===== src/rtl/spi_master_arbiter_if.sv =====
// spi_master_arbiter_if: requester-side and SPI-master-side signals of the arbiter
interface spi_master_arbiter_if #(
  parameter int DATAWIDTH_BUS = 8,
  parameter int NUM_REQ = 4
);
  logic [NUM_REQ-1:0]               SPI_ARBITER_req_InHigh;
  logic [NUM_REQ*DATAWIDTH_BUS-1:0] SPI_ARBITER_data_In;
  logic [NUM_REQ-1:0]               SPI_ARBITER_grant_Out;
  logic [NUM_REQ-1:0]               SPI_ARBITER_done_Out;
  logic                             SPI_ARBITER_error_Out;
  logic [DATAWIDTH_BUS-1:0]         SPI_ARBITER_rxData_Out;
  logic                             SPI_ARBITER_start_Out;
  logic [DATAWIDTH_BUS-1:0]         SPI_ARBITER_txData_Out;
  logic                             SPI_ARBITER_busy_In;
  logic                             SPI_ARBITER_newData_In;
  logic [DATAWIDTH_BUS-1:0]         SPI_ARBITER_rxData_In;
  modport master (
    input  SPI_ARBITER_req_InHigh, SPI_ARBITER_data_In, SPI_ARBITER_busy_In,
           SPI_ARBITER_newData_In, SPI_ARBITER_rxData_In,
    output SPI_ARBITER_grant_Out, SPI_ARBITER_done_Out, SPI_ARBITER_error_Out,
           SPI_ARBITER_rxData_Out, SPI_ARBITER_start_Out, SPI_ARBITER_txData_Out
  );
  modport slave (
    output SPI_ARBITER_req_InHigh, SPI_ARBITER_data_In, SPI_ARBITER_busy_In,
           SPI_ARBITER_newData_In, SPI_ARBITER_rxData_In,
    input  SPI_ARBITER_grant_Out, SPI_ARBITER_done_Out, SPI_ARBITER_error_Out,
           SPI_ARBITER_rxData_Out, SPI_ARBITER_start_Out, SPI_ARBITER_txData_Out
  );
endinterface


===== src/rtl/spi_master_arbiter.sv =====
// spi_master_arbiter: round-robin sharing of one SPI master among NUM_REQ requesters
module spi_master_arbiter #(
  parameter int DATAWIDTH_BUS = 8,
  parameter int NUM_REQ = 4,
  parameter int TIMEOUT_CYCLES = 16
) (
  input logic SPI_ARBITER_CLOCK_50,
  input logic SPI_ARBITER_RESET_InLow,
  spi_master_arbiter_if.master bus
);
  localparam int PW = $clog2(NUM_REQ);
  localparam int CW = $clog2(TIMEOUT_CYCLES + 1);
  localparam logic [1:0] IDLE = 2'd0, ISSUE = 2'd1, WAIT_BUSY = 2'd2, WAIT_DONE = 2'd3;
  logic [1:0] state_q, state_d;
  logic [PW-1:0] ptr_q, ptr_d, sel_q, sel_d;
  logic [CW-1:0] cnt_q, cnt_d;
  logic [NUM_REQ-1:0] grant_q, grant_d, done_q, done_d;
  logic error_q, error_d, start_q, start_d;
  logic [DATAWIDTH_BUS-1:0] rx_q, rx_d, tx_q, tx_d;
  logic [DATAWIDTH_BUS-1:0] data_arr [NUM_REQ];
  logic found;
  logic [PW-1:0] pick, idx, sel_nxt;
  for (genvar g = 0; g < NUM_REQ; g++) begin : g_unpack
    assign data_arr[g] = bus.SPI_ARBITER_data_In[g*DATAWIDTH_BUS +: DATAWIDTH_BUS];
  end
  assign sel_nxt = PW'((int'(sel_q) + 1) % NUM_REQ);
  // first requester at or after the rotation pointer, wrapping
  always_comb begin
    found = 1'b0;
    pick = '0;
    idx = '0;
    for (int i = 0; i < NUM_REQ; i++) begin
      idx = PW'((int'(ptr_q) + i) % NUM_REQ);
      if (!found && bus.SPI_ARBITER_req_InHigh[idx]) begin
        found = 1'b1;
        pick = idx;
      end
    end
  end
  // transaction sequencing: grant, start pulse, wait for busy, wait for completion
  always_comb begin
    state_d = state_q;
    ptr_d = ptr_q;
    sel_d = sel_q;
    cnt_d = cnt_q;
    grant_d = grant_q;
    done_d = '0;
    error_d = 1'b0;
    start_d = 1'b0;
    rx_d = rx_q;
    tx_d = tx_q;
    case (state_q)
      IDLE: if (found && !bus.SPI_ARBITER_busy_In) begin
        sel_d = pick;
        grant_d = NUM_REQ'(1) << pick;
        tx_d = data_arr[pick];
        start_d = 1'b1;
        state_d = ISSUE;
      end
      ISSUE: begin
        cnt_d = '0;
        state_d = WAIT_BUSY;
      end
      WAIT_BUSY: if (bus.SPI_ARBITER_busy_In) state_d = WAIT_DONE;
      else if (cnt_q == CW'(TIMEOUT_CYCLES - 1)) begin
        error_d = 1'b1;
        grant_d = '0;
        ptr_d = sel_nxt;
        state_d = IDLE;
      end else cnt_d = cnt_q + 1'b1;
      default: if (bus.SPI_ARBITER_newData_In || !bus.SPI_ARBITER_busy_In) begin
        rx_d = bus.SPI_ARBITER_rxData_In;
        done_d = grant_q;
        grant_d = '0;
        ptr_d = sel_nxt;
        state_d = IDLE;
      end
    endcase
  end
  // state and registered outputs, cleared immediately on reset
  always_ff @(posedge SPI_ARBITER_CLOCK_50 or negedge SPI_ARBITER_RESET_InLow) begin
    if (!SPI_ARBITER_RESET_InLow) begin
      state_q <= IDLE;
      ptr_q <= '0;
      sel_q <= '0;
      cnt_q <= '0;
      grant_q <= '0;
      done_q <= '0;
      error_q <= 1'b0;
      start_q <= 1'b0;
      rx_q <= '0;
      tx_q <= '0;
    end else begin
      state_q <= state_d;
      ptr_q <= ptr_d;
      sel_q <= sel_d;
      cnt_q <= cnt_d;
      grant_q <= grant_d;
      done_q <= done_d;
      error_q <= error_d;
      start_q <= start_d;
      rx_q <= rx_d;
      tx_q <= tx_d;
    end
  end
  assign bus.SPI_ARBITER_grant_Out = grant_q;
  assign bus.SPI_ARBITER_done_Out = done_q;
  assign bus.SPI_ARBITER_error_Out = error_q;
  assign bus.SPI_ARBITER_rxData_Out = rx_q;
  assign bus.SPI_ARBITER_start_Out = start_q;
  assign bus.SPI_ARBITER_txData_Out = tx_q;
endmodule


===== src/flat_wrapper.sv =====
// flat-port wrapper written by rule: the top's interface ports become plain ports
module spi_master_arbiter_flat 
#(
  parameter int DATAWIDTH_BUS = 8,
  parameter int NUM_REQ = 4,
  parameter int TIMEOUT_CYCLES = 16
)
  (SPI_ARBITER_CLOCK_50, SPI_ARBITER_RESET_InLow, bus_SPI_ARBITER_req_InHigh, bus_SPI_ARBITER_data_In, bus_SPI_ARBITER_busy_In, bus_SPI_ARBITER_newData_In, bus_SPI_ARBITER_rxData_In, bus_SPI_ARBITER_grant_Out, bus_SPI_ARBITER_done_Out, bus_SPI_ARBITER_error_Out, bus_SPI_ARBITER_rxData_Out, bus_SPI_ARBITER_start_Out, bus_SPI_ARBITER_txData_Out);
  spi_master_arbiter_if #(.DATAWIDTH_BUS(DATAWIDTH_BUS), .NUM_REQ(NUM_REQ)) bus_i ();
  input logic SPI_ARBITER_CLOCK_50;
  input logic SPI_ARBITER_RESET_InLow;
  input wire logic [$bits(bus_i.SPI_ARBITER_req_InHigh)-1:0] bus_SPI_ARBITER_req_InHigh;
  input wire logic [$bits(bus_i.SPI_ARBITER_data_In)-1:0] bus_SPI_ARBITER_data_In;
  input wire logic [$bits(bus_i.SPI_ARBITER_busy_In)-1:0] bus_SPI_ARBITER_busy_In;
  input wire logic [$bits(bus_i.SPI_ARBITER_newData_In)-1:0] bus_SPI_ARBITER_newData_In;
  input wire logic [$bits(bus_i.SPI_ARBITER_rxData_In)-1:0] bus_SPI_ARBITER_rxData_In;
  output wire logic [$bits(bus_i.SPI_ARBITER_grant_Out)-1:0] bus_SPI_ARBITER_grant_Out;
  output wire logic [$bits(bus_i.SPI_ARBITER_done_Out)-1:0] bus_SPI_ARBITER_done_Out;
  output wire logic [$bits(bus_i.SPI_ARBITER_error_Out)-1:0] bus_SPI_ARBITER_error_Out;
  output wire logic [$bits(bus_i.SPI_ARBITER_rxData_Out)-1:0] bus_SPI_ARBITER_rxData_Out;
  output wire logic [$bits(bus_i.SPI_ARBITER_start_Out)-1:0] bus_SPI_ARBITER_start_Out;
  output wire logic [$bits(bus_i.SPI_ARBITER_txData_Out)-1:0] bus_SPI_ARBITER_txData_Out;
  assign bus_i.SPI_ARBITER_req_InHigh = bus_SPI_ARBITER_req_InHigh;
  assign bus_i.SPI_ARBITER_data_In = bus_SPI_ARBITER_data_In;
  assign bus_i.SPI_ARBITER_busy_In = bus_SPI_ARBITER_busy_In;
  assign bus_i.SPI_ARBITER_newData_In = bus_SPI_ARBITER_newData_In;
  assign bus_i.SPI_ARBITER_rxData_In = bus_SPI_ARBITER_rxData_In;
  assign bus_SPI_ARBITER_grant_Out = bus_i.SPI_ARBITER_grant_Out;
  assign bus_SPI_ARBITER_done_Out = bus_i.SPI_ARBITER_done_Out;
  assign bus_SPI_ARBITER_error_Out = bus_i.SPI_ARBITER_error_Out;
  assign bus_SPI_ARBITER_rxData_Out = bus_i.SPI_ARBITER_rxData_Out;
  assign bus_SPI_ARBITER_start_Out = bus_i.SPI_ARBITER_start_Out;
  assign bus_SPI_ARBITER_txData_Out = bus_i.SPI_ARBITER_txData_Out;
  spi_master_arbiter #(.DATAWIDTH_BUS(DATAWIDTH_BUS), .NUM_REQ(NUM_REQ), .TIMEOUT_CYCLES(TIMEOUT_CYCLES)) u_core (.SPI_ARBITER_CLOCK_50(SPI_ARBITER_CLOCK_50), .SPI_ARBITER_RESET_InLow(SPI_ARBITER_RESET_InLow), .bus(bus_i));
endmodule

===== config.mk =====
export PLATFORM = sky130hd
export DESIGN_NAME = spi_master_arbiter_flat
export DESIGN_NICKNAME = d
export VERILOG_FILES = /design/src/rtl/spi_master_arbiter_if.sv /design/src/rtl/spi_master_arbiter.sv /design/src/flat_wrapper.sv
export SDC_FILE = /design/constraint.sdc
export NUM_CORES = 1
export LEC_CHECK = 0
export CAP_MARGIN = 10
export CELL_PAD_IN_SITES_DETAIL_PLACEMENT = 0
export CELL_PAD_IN_SITES_GLOBAL_PLACEMENT = 1
export CORE_MARGIN = 5
export CORE_UTILIZATION = 26
export CTS_BUF_LIST = sky130_fd_sc_hd__clkbuf_8
export DETAILED_ROUTE_END_ITERATION = 16
export PLACE_DENSITY_LB_ADDON = 0.05
export SYNTH_ARGS = -nofsm -noshare
export SYNTH_HDL_FRONTEND = slang
export SYNTH_SLANG_ARGS = --single-unit

===== constraint.sdc =====
create_clock -name SPI_ARBITER_CLOCK_50 -period 2 [get_ports SPI_ARBITER_CLOCK_50]
set_input_delay 0.4 -clock SPI_ARBITER_CLOCK_50 [delete_from_list [all_inputs] [get_ports SPI_ARBITER_CLOCK_50]]
set_output_delay 0.4 -clock SPI_ARBITER_CLOCK_50 [all_outputs]
set_load 0.005 [all_outputs]

Word-level counts from Yosys, hierarchy flattened. Cells that the tools add are included.

Input bits: 48. Flip-flop bits (word level): 37.

Equal/unequal tests: 8. Shift operators: 1. Magnitude comparators: 5. Bitwise gates (word level): 4. Multiplexer cells: 43. Reduce and logical (&&, ||, !) cells: 22. Add/subtract/negate cells: 5.

Operators with widths (number): 4-bit two-way mux (6); 2-bit two-way mux (11); 8-bit binary-select mux with 2-bit select (1); 8-bit two-way mux (2); 1-bit two-way mux (13); 2-bit by 3-bit < comparator with 1-bit output (second input constant) (4); 4-bit one-hot mux with 3 select lines (1); 5-bit two-way mux (2); 5-bit one-hot mux with 2 select lines (1); 1-bit binary-select mux with 2-bit select (4); 2-bit one-hot mux with 3 select lines (1); 3-bit AND reduction (2); 5-bit by 1-bit adder with 5-bit output (second input constant) (1); 5-bit by 4-bit equality test with 1-bit output (second input constant) (1); 5-bit AND reduction (1); 2-bit by 1-bit adder with 2-bit output (second input constant) (2); 2-bit adder (second input constant) (2); 1-bit logical AND (4); 1-bit zero test (4); 2-bit by 1-bit != test with 1-bit output (second input constant) (2); 2-bit != test (second input constant) (2); 2-bit one-hot mux with 2 select lines (1); 2-bit AND reduction (2); 4-bit AND reduction (1); 14 further kinds (17).

Longest topological paths before layout. Gate-level depths: netlist (run 1).

Depth after elaboration: 16. Mapped depth: 8.

Worst setup path after synthesis (run 1). Ideal clock, no wire load.

Kind: reg2reg. Start: register u_core.cnt_q[0]. End: register u_core.ptr_q[1]. Data arrival time: 1.627 ns. Clock period less this slack: 1.770 ns. Setup time: 0.143 ns. Data required time: 1.857 ns. Stages on the path, launching flop included: 7. Setup slack: 0.230 ns. Cell sequence: dfrtp_1 ha_1 and3_1 ha_1 nor2b_1 o21ai_1 o21ai_0.

Longest elaborated chain between the ends: 3.

Ends and longest elaborated chain: start: declaration (line spi_master_arbiter.sv:16) `logic [CW-1:0] cnt_q, cnt_d;`; start signal: assignment (line spi_master_arbiter.sv:97) `cnt_q <= cnt_d;`; 5-bit by 4-bit equality test with 1-bit output (line spi_master_arbiter.sv:65) `else if (cnt_q == CW'(TIMEOUT_CYCLES - 1)) begin`; 2-bit by 1-bit != test with 1-bit output (no line); 4-bit AND reduction (no line); end signal: assignment (line spi_master_arbiter.sv:95) `ptr_q <= ptr_d;`; end: declaration (line spi_master_arbiter.sv:15) `logic [PW-1:0] ptr_q, ptr_d, sel_q, sel_d;`.

No other way between the ends. A chain may end at the register's enable or synchronous reset.

Worst setup path after layout (run 1).
Start: input bus_SPI_ARBITER_busy_In. End: register u_core.rx_q[2] (netlist: u_core.bus.SPI_ARBITER_rxData_Out[2]).

Longest elaborated chain between the ends: 3.

Ends and longest elaborated chain: start: declaration (line flat_wrapper.sv:14) `input wire logic [$bits(bus_i.SPI_ARBITER_busy_In)-1:0] bus_SPI_ARBITER_busy_In;`; 1-bit zero test (line spi_master_arbiter.sv:71) `default: if (bus.SPI_ARBITER_newData_In || !bus.SPI_ARBITER_busy_In) begin`; 1-bit logical OR (line spi_master_arbiter.sv:71); 2-bit AND reduction (no line); end signal: assignment (line spi_master_arbiter.sv:102) `rx_q <= rx_d;`; end: declaration (line spi_master_arbiter.sv:19) `logic [DATAWIDTH_BUS-1:0] rx_q, rx_d, tx_q, tx_d;`.

No other way between the ends.

==> out/results.txt, run 1 <==
CTS HTree Levels - 2
Most used flip-flop cell after synthesis - dfrtp_1
Post-DP Area - 2850 um^2
Largest net degree at the start of global routing - 38
Max-cap violations - 0
M1 wire length - 2170 um
Final non-filler cell area - 2980 um^2
Die height - 94.2 um
Critical path type - input pin to flop
Slowest stage delay, CP - 0.53 ns
Highest-delay cell along the critical path - clkdlybuf4s50_1
FP Rows - 30
Fmax - 0.537 GHz
Final WL - 4870 um
R2R cell count - 6
DP Wirelength - 3740 um
Mean post-synth cell area - 11.5 um^2
Slew headroom - 67.2%
Synth Net Count - 211
Startpoint types - input pin
Unique masters post-synth - 37
Final worst path period need - 1.86 ns
Syn. warnings - 0
First-pass GRT wire length - 8050 um
Vias - 1,561
Critical Path Stages - 4
Layout cells sized above 1 - 19.6%
CP Cell Sequence - clkdlybuf4s50_1 -> a21boi_1 -> nand2_1 -> mux2_1
Routed met2 length - 2380 um
Setup Skew - 0.00745 ns
Initial antenna violation count - 0
Max Used Layer - met4
Max IR drop VDD - 0.000510 V
Part of the cycle the worst path needs - 93.1%
Hold WC Path Type - input pin to async pin
Chip width - 94.2 um
Placeable Area - 6830 um^2
Arrival time at the worst endpoint - 2.04 ns
Crit path buf inv count - 1
Outcome - finished clean
Vias in the first global route - 1,690
Synthesized flop and latch total - 37
GPL Wtd Cong - 0.696
CTS Sinks - 37
Nets - 304
DR iter-0 viols - 52
Post-synth EDFFs - 0
Area grow syn2layout - 61.5%
Worst R2R End - u_core.bus.SPI_ARBITER_txData_Out[6]$_DFFE_PN0P_
Crit path required time - 2.18 ns
Share of synthesized registers carrying an async set or reset - 100%
Initial Util - 27.0%
DR DRC count - 0
Reg2reg start - u_core.ptr_q[1]$_DFFE_PN0P_
Crit path max fanout - 8
Commonest cells after routing, fill and taps aside - clkdlybuf4s50_1 (72), dfrtp_1 (37), mux2i_1 (21)
Num CTS Buffers - 5
Unrepaired setup endpoints after global routing - false
Commonest non-fill, non-tap cell in the layout - clkdlybuf4s50_1
Final Max Slew Viols - 0
CTS tree - done
Pwr dens - 1160 nW/um^2
Worst-path clk slew - 0.08 ns
CP Capture Type - flop
Grt ovf - 0
Flop-to-flop setup slack - 0.16 ns
Routed Antenna Nets - 0
Port Buf Inserts - 73
Syn Inst Count - 161
GRT Util Overall - 11.5%
Final setup violating endpoints - 0
WL/cell - 13.9 um
Top delay family on crit path - buffers and inverters
Final Hold Viols - 0
Ant diodes - 0
WL met3 - 277 um
Setup crit start - bus_SPI_ARBITER_busy_In
First-pass DRT Iterations - 4
Setup Fix Bufs, Post-CTS - 0
Leak - 1.30 nW
Via density per instance - 4.45
Sequential area share after synthesis - 50.2%
Clock buffer depth - 2
Ports - 74
Setup TNS - 0 ns
Clk_lat worst skew - 0.29 ns
Mapped cell area - 1840 um^2
Root Buffer - clkbuf_8
Die area - 8880 um^2
Critical Path Sink - u_core.bus.SPI_ARBITER_rxData_Out[2]$_DFFE_PN0P_
Slew @ Worst Pin - 0.492 ns
## kinds of logic (layout without fill, tap and decap cells)
group	count (synthesis)	count (layout)	share of synthesized area [%]
multiplexers	29	29	16.3
adder cells (fa/ha/maj)	2	2	1.36
flip-flops	37	37	50.2
AO/OA/AOI/OAI	34	34	15.7
buffers and inverters	14	108	4.14
AND/OR/NAND/NOR	44	44	11.9
XOR/XNOR	1	1	0.475
## registers in the layout, summed over array words and instances, names as in the netlist
signal / count
u_core.bus.SPI_ARBITER_done_Out: 4
u_core.bus.SPI_ARBITER_error_Out: 1
u_core.bus.SPI_ARBITER_grant_Out: 4
u_core.bus.SPI_ARBITER_rxData_Out: 8
u_core.bus.SPI_ARBITER_start_Out: 1
u_core.bus.SPI_ARBITER_txData_Out: 8
u_core.cnt_q: 5
u_core.ptr_q: 2
u_core.sel_q: 2
u_core.state_q: 2
## final cells by class
type	instances	area (um^2)
fill	660	3850
sequential	37	926
timing repair buffer	94	921
multi-input combinational	110	873
tap	96	120
clock buffer	5	68.8
clock inverter	3	46.3
inverter	6	22.5
## Yosys cell counts (2+ instances only)
cell type  count  share of area, %
dfrtp_1       37                50
mux2i_1       21                11
nand2_1       20               4.1
o21ai_0        8               2.2
o221ai_2       7               5.7
o21ai_1        6               1.6
and3_1         5               1.7
mux2_2         5               3.1
nand3_1        5               1.4
inv_1          4              0.81
nor2_1         4              0.81
a21oi_1        3              0.81
buf_2          3              0.81
clkbuf_1       3              0.61
mux2_1         3               1.8
ha_1           2               1.4
inv_2          2              0.41
nor2b_1        2              0.68
nor3_1         2              0.54
o211ai_1       2              0.81
## per-stage QoR
stage / instances / utilization, % / power, mW / setup WS [ns] / hold slack, ns
floorplan: 161 / - / 2.00 / 0.230 / 0.104
global placement: 343 / 41.7 / 2.79 / -0.0611 / 0.478
detailed placement: 343 / 41.7 / 2.83 / -0.144 / 0.472
CTS: 351 / 43.4 / 3.52 / 0.158 / 0.169
global route: 351 / 43.6 / 3.71 / 0.00124 / 0.197
finish: 351 / 43.6 / 3.46 / 0.139 / 0.154
## routing by layer
| metal | vias to the layer above | GRT usage [%] |
|---|---|---|
| met5 | - | 0 |
| met1 | 749 | 14.1 |
| li1 | 766 | - |
| met4 | 0 | 3.49 |
| met2 | 41 | 19.4 |
| met3 | 5 | 3.45 |
## report_power, final
group	internal (mW)	total, mW	switching [mW]
registers	1.03	1.23	0.199
logic	0.933	1.57	0.635
clock network	0.373	0.664	0.291
total	2.34	3.46	1.12
## worst min-delay path by stage
stage	end	from	depth (start not counted)
2_1_floorplan	u_core.bus.SPI_ARBITER_done_Out[0]$_DFF_PN0_	SPI_ARBITER_RESET_InLow	0
3_3_place_gp	u_core.bus.SPI_ARBITER_rxData_Out[5]$_DFFE_PN0P_	SPI_ARBITER_RESET_InLow	2
3_5_place_dp	u_core.bus.SPI_ARBITER_txData_Out[3]$_DFFE_PN0P_	u_core.bus.SPI_ARBITER_txData_Out[3]$_DFFE_PN0P_	2
4_1_cts	u_core.bus.SPI_ARBITER_rxData_Out[0]$_DFFE_PN0P_	SPI_ARBITER_RESET_InLow	2
5_1_grt	u_core.bus.SPI_ARBITER_rxData_Out[5]$_DFFE_PN0P_	SPI_ARBITER_RESET_InLow	2
6_report	u_core.bus.SPI_ARBITER_rxData_Out[5]$_DFFE_PN0P_	SPI_ARBITER_RESET_InLow	2
## what timing repair did
action	4_1_cts	5_1_grt
resized for setup	1	2
cloned	0	0
hold endpoints to repair	0	0
setup endpoints to repair	2	3
hold buffers	0	0
Power figures use the tool's default switching activity.
==> run 2, diff against run 1 <==
CORE_MARGIN = 3   (was 5)
SLEW_MARGIN = 5   (was unset)
==> run 2 against run 1 <==
  * Critical path depth is 2 higher
  * Clock power about the same
  * Wire length unchanged
  * Combinational power barely moved
  * Maximum frequency is 0.34% higher
  * Cell count is 0.28% lower
  * Power fell by 0.12%
  * Worst setup slack improved by 0.0064 ns
==> out/results.txt, run 2 (synthesis gave the netlist of run 1 again) <==
Unrepaired setup endpoints after global routing - false
Grt met1 use - 15.4% (+1.3 points)
Die area - 8140 um^2 (-8.3%)
Final Max Slew Viols - 0 (unchanged)
Critical path type - flop to flop
Worst-path clk slew - 0.08 ns (about the same)
WL/cell - 13.9 um (+0.29%)
Via density per instance - 4.47 (+0.54%)
Reg2reg start - u_core.ptr_q[1]$_DFFE_PN0P_
Area grow syn2layout - 60.4%
Part of the cycle the worst path needs - 92.7% (-0.32 points)
Post-DP Area - 2840 um^2 (-0.26%)
DR iter-0 viols - 44 (-15%)
Clock Power Share - 19.2% (about the same)
M3 GR Usage - 3.68% (+0.24 points)
Setup Fix Bufs, Post-CTS - 0 (unchanged)
CP Capture Type - flop
Slew @ Worst Pin - 0.494 ns (+0.00225 ns)
Final Hold Viols - 0 (unchanged)
Initial antenna violation count - 0 (unchanged)
Routed Antenna Nets - 0 (unchanged)
Final setup violating endpoints - 0 (unchanged)
Outcome - finished clean
Crit path max fanout - 17 (+9)
Chip width - 90.2 um (-4.2%)
CTS tree - done
FP Rows - 30 (unchanged)
Flop pwr share - 35.5% (about the same)
Ports - 74 (unchanged)
Root Buffer - clkbuf_8
Net Sw Frac - 32.5% (about the same)
Worst setup margin - 0.145 ns (+0.00636 ns)
Max-cap violations - 0 (unchanged)
DR DRC count - 0 (unchanged)
First-pass GRT wire length - 8160 um (+1.5%)
Num CTS Buffers - 5 (unchanged)
Final worst path period need - 1.85 ns (-0.00636 ns)
Grt ovf - 0 (unchanged)
GR peak layer - met2
Commonest cells after routing, fill and taps aside - clkdlybuf4s50_1 (72), dfrtp_1 (37), mux2i_1 (21)
GRT Util Overall - 12.3% (+0.79 points)
Leak - 1.30 nW (-0.51%)
Final non-filler cell area - 2960 um^2 (-0.63%)
Max IR drop VDD - 0.000299 V (-41%)
First-pass DRT Iterations - 5 (+1)
CTS HTree Levels - 2 (unchanged)
Fmax - 0.539 GHz (+0.34%)
Setup Skew - 0.00301 ns (-0.00444 ns)
Commonest non-fill, non-tap cell in the layout - clkdlybuf4s50_1
Layout cells sized above 1 - 18.9% (-0.71 points)
Setup crit start - u_core.ptr_q[1]$_DFFE_PN0P_
Pwr dens - 1170 nW/um^2 (+0.51%)
DP Wirelength - 3770 um (+0.67%)
Startpoint types - flop
Initial Util - 27.0% (unchanged)
Clk_lat worst skew - 0.29 ns (about the same)
Pre-CTS setup slack - -0.166 ns (-0.0219 ns)
Hold WC Path Type - input pin to async pin
Placeable Area - 6830 um^2 (unchanged)
Port Buf Inserts - 73 (unchanged)
Placed insts - 342 (-0.29%)
Setup TNS - 0 ns (unchanged)
Power share of the combinational group - 45.3% (about the same)
Count of non-filler cells in the finished layout - 350 (-0.28%)
P_int - 2.33 mW (about the same)
CTS Sinks - 37 (unchanged)
Vias - 1,565 (+0.26%)
Largest net degree at the start of global routing - 38 (unchanged)
P_sw - 1.12 mW (-0.20%)
Arrival time at the worst endpoint - 2.02 ns (-0.02 ns)
Slew headroom - 67.1% (-0.15 points)
Nets - 303 (-0.33%)
Vias in the first global route - 1,643 (-2.8%)
Ant diodes - 0 (unchanged)
Clock buffer depth - 2 (unchanged)
Die height - 90.2 um (-4.2%)
Crit path required time - 2.17 ns (about the same)
Final WL - 4870 um (unchanged)
Worst hold slack - 0.159 ns (+0.00452 ns)
GPL Wtd Cong - 0.702 (+0.93%)
GR Util met2 - 20.5% (+1.0 points)
-- run 2: cell types whose count changed in the layout (fill, tap and decap cells not counted) --
cell,delta
o21ai_4,-1
buf_4,-1
o21ai_1,+1
-- run 2: metal layers --
metal / up-vias / wire length, um
li1: 765 / -
met5: - / 0
met1: 751 / 2130
met4: 0 / 62
met3: 5 / 269
met2: 44 / 2410
-- run 2: power by group through the flow --
stage	Combinational [mW]	Clock, mW	Sequential (mW)
after global routing	1.71	0.714	1.27
after CTS	1.60	0.692	1.23
final	1.57	0.663	1.23
after global placement	1.55	0	1.23
after detailed placement	1.59	0	1.24
after floorplan	0.785	0	1.22
-- run 2: final cells by class --
cell class / instances / area [um^2]
repair buffers: 93 / 913
well taps: 96 / 120
flip-flops and latches: 37 / 926
inverters: 6 / 22.5
clock buffers: 5 / 68.8
multi-input cells: 110 / 862
fillers: 651 / 3870
clock inverters: 3 / 46.3
-- run 2: per-stage QoR --
stage	utilization, %	total power, mW
finish	43.3	3.46
global route	43.3	3.69
CTS	43.3	3.52
detailed placement	41.6	2.84
global placement	41.6	2.78
floorplan	-	2.00
-- run 2: worst paths after layout --
path / endpoint / slack, ns / cells past startpoint
setup / recovery: u_core.bus.SPI_ARBITER_txData_Out[7]$_DFFE_PN0P_ / 0.15 / 6
min in group SPI_ARBITER_CLOCK_50: u_core.bus.SPI_ARBITER_txData_Out[2]$_DFFE_PN0P_ / 0.49 / 2
setup reg to reg: u_core.bus.SPI_ARBITER_txData_Out[7]$_DFFE_PN0P_ / 0.15 / 6
max in group asynchronous: u_core.bus.SPI_ARBITER_txData_Out[4]$_DFFE_PN0P_ / 1.50 / 2
hold reg to reg: u_core.bus.SPI_ARBITER_txData_Out[2]$_DFFE_PN0P_ / 0.49 / 2
hold / removal: u_core.bus.SPI_ARBITER_rxData_Out[0]$_DFFE_PN0P_ / 0.16 / 2
-- run 2: worst max-delay path, cell delays in order, from the launching register on --
cell	delay, ns
dfrtp_1	0.50
mux2i_1	0.22
nor2_1	0.09
a311oi_4	0.31
buf_12	0.21
mux2i_1	0.26
o221ai_2	0.12
-- run 2: what timing repair did --
item / in CTS / in global routing
setup endpoints to repair: 0 / 1
hold buffers: 0 / 0
resized for setup: 0 / 1
==> run 3, diff against run 2 <==
CORE_UTILIZATION = 34   (was 26)
==> run 3 against run 2 <==
  * Power down 0.34%
  * Sequential power barely moved
  * Maximum frequency up 0.21%
  * Clock-buffer cell count is 1 higher
  * Clock skew up 0.0037 ns
  * Cell count decreased by 7.7%
  * Worst hold slack got worse by 0.010 ns
  * Register-to-register slack is essentially flat
  * Sequential share of layout area increased by 0.50 points
  * Global-route usage is 3.0 points higher
  * Worst setup slack improved by 0.0039 ns
  * Critical endpoint is now u_core.bus.SPI_ARBITER_txData_Out[5]$_DFFE_PN0P_
  * Highest routed layer unchanged
==> out/results.txt, run 3 (synthesis gave the netlist of run 1 again) <==
Outcome - finished clean
Part of the cycle the worst path needs - 92.5% (-0.19 points)
Final worst path period need - 1.85 ns (-0.00385 ns)
Clk_lat worst skew - 0.29 ns (about the same)
Final setup violating endpoints - 0 (unchanged)
Unrepaired setup endpoints after global routing - false
Root Buffer - clkbuf_8
Hold WC Path Type - input pin to async pin
Via density per instance - 4.80 (+7.5%)
Worst-path clk slew - 0.08 ns (about the same)
Initial Util - 35.7% (+8.7 points)
Ant diodes - 0 (unchanged)
Fmax - 0.540 GHz (+0.21%)
Crit path required time - 2.17 ns (about the same)
DP Wirelength - 3450 um (-8.4%)
Max-cap violations - 0 (unchanged)
# hold bufs at CTS - 0 (unchanged)
Commonest cells after routing, fill and taps aside - clkdlybuf4s50_1 (72), dfrtp_1 (37), mux2i_1 (21)
First-pass DRT Iterations - 4 (-1)
FILL cells - 440 (-32%)
CTS Sinks - 37 (unchanged)
R2R cell count - 6 (unchanged)
Slew @ Worst Pin - 0.481 ns (-0.0133 ns)
CTS tree - done
Total power - 3.44 mW (-0.34%)
Max IR drop VDD - 0.000491 V (+64%)
Largest net degree at the start of global routing - 38 (unchanged)
Setup crit start - bus_SPI_ARBITER_req_InHigh[2]
Grt ovf - 0 (unchanged)
Routed Antenna Nets - 0 (unchanged)
Startpoint types - input pin
Crit path max fanout - 17 (unchanged)
Setup Skew - 0.00667 ns (+0.00366 ns)
CTS HTree Levels - 2 (unchanged)
Pwr dens - 1180 nW/um^2 (+1.2%)
Vias in the first global route - 1,563 (-4.9%)
Reg2reg start - u_core.ptr_q[1]$_DFFE_PN0P_
Placeable Area - 5170 um^2 (-24%)
Slew headroom - 67.9% (+0.89 points)
Arrival time at the worst endpoint - 2.02 ns (about the same)
Nets - 302 (-0.33%)
Ports - 74 (unchanged)
Layout cells sized above 1 - 18.6% (-0.32 points)
DR DRC count - 0 (unchanged)
Clock buffer depth - 2 (unchanged)
Vias - 1,552 (-0.83%)
Chip width - 79.7 um (-12%)
First-pass GRT wire length - 7570 um (-7.3%)
Commonest non-fill, non-tap cell in the layout - clkdlybuf4s50_1
DR iter-0 viols - 71 (+61%)
Critical Path Sink - u_core.bus.SPI_ARBITER_txData_Out[5]$_DFFE_PN0P_
Initial antenna violation count - 0 (unchanged)
Num CTS Buffers - 5 (unchanged)
Die height - 79.7 um (-12%)
CP Capture Type - flop
Area grow syn2layout - 57.9%
Worst R2R End - u_core.bus.SPI_ARBITER_txData_Out[5]$_DFFE_PN0P_
Critical path type - input pin to flop
Port Buf Inserts - 73 (unchanged)
GRT Util Overall - 15.3% (+3.0 points)
Setup TNS - 0 ns (unchanged)
Leak - 1.29 nW (-0.51%)
Final Max Slew Viols - 0 (unchanged)
GPL Wtd Cong - 0.709 (+0.93%)
Flop-to-flop setup slack - 0.16 ns (about the same)
WL/cell - 13.9 um (-0.40%)
Die area - 6340 um^2 (-22%)
Final Hold Viols - 0 (unchanged)
FP Rows - 26 (-13%)
Final WL - 4480 um (-8.1%)
run 3: cell types whose count changed in the layout (fill, tap and decap cells not counted):
cell,delta
buf_12,-1
o21ai_2,+1
o21ai_1,-1
clkinv_4,-1
clkbuf_8,+1
nor2_1,+1
nor2_2,-1
run 3: critical path, cell delays in order:
cell             delay (ns)
clkdlybuf4s50_1        0.46
mux2i_1                0.17
nor2_1                 0.08
a311oi_4               0.30
buf_12                 0.21
mux2i_1                0.26
o221ai_2               0.13
run 3: metrics by stage:
step	util [%]	hold slack, ns	cells	instance area (um^2)	setup slack (ns)
after floorplan	-	0.104	161	1840	0.230
after detailed placement	53.9	0.478	315	2790	-0.175
after global placement	53.9	0.469	315	2790	-0.0400
after CTS	56.3	0.165	323	2910	0.143
final	56.3	0.149	323	2910	0.149
after global routing	56.3	0.175	323	2910	0.0164
run 3: report_power, final:
group | total (mW) | switching, mW | internal [mW]
clock network | 0.682 | 0.276 | 0.406
registers | 1.23 | 0.200 | 1.03
logic | 1.53 | 0.620 | 0.913
total | 3.44 | 1.10 | 2.35
run 3: worst min path at each step:
stage                                        from                                          endpoint  cells past startpoint
after floorplan           SPI_ARBITER_RESET_InLow      u_core.bus.SPI_ARBITER_done_Out[0]$_DFF_PN0_                      0
after detailed placement  SPI_ARBITER_RESET_InLow  u_core.bus.SPI_ARBITER_rxData_Out[4]$_DFFE_PN0P_                      2
after global routing      SPI_ARBITER_RESET_InLow  u_core.bus.SPI_ARBITER_rxData_Out[4]$_DFFE_PN0P_                      2
final                     SPI_ARBITER_RESET_InLow  u_core.bus.SPI_ARBITER_rxData_Out[4]$_DFFE_PN0P_                      2
after global placement    SPI_ARBITER_RESET_InLow  u_core.bus.SPI_ARBITER_rxData_Out[7]$_DFFE_PN0P_                      2
after CTS                 SPI_ARBITER_RESET_InLow  u_core.bus.SPI_ARBITER_rxData_Out[4]$_DFFE_PN0P_                      2
run 3: timing repair:
action | 4_1_cts | 5_1_grt
hold endpoints to repair | 0 | 0
setup endpoints to repair | 5 | 0
setup buffers | 0 | 0
gates resized for setup | 1 | 0
run 3: final cells by class:
cell class	count	area [um^2]	area share, %
Clock buffer	6	82.6	2.84
Clock inverter	2	37.5	1.29
Inverter	6	22.5	0.773
Multi-Input combinational cell	110	863	29.6
Sequential cell	37	926	31.8
Tap cell	70	87.6	3.01
Timing Repair Buffer	92	893	30.7
run 3: metal layers:
metal	vias to the layer above	GRT usage [%]	wire [um]
met1	735	19.1	1950
met3	4	4.51	295
li1	765	-	-
met2	48	26.0	2200
met5	-	0	0
met4	0	3.61	31
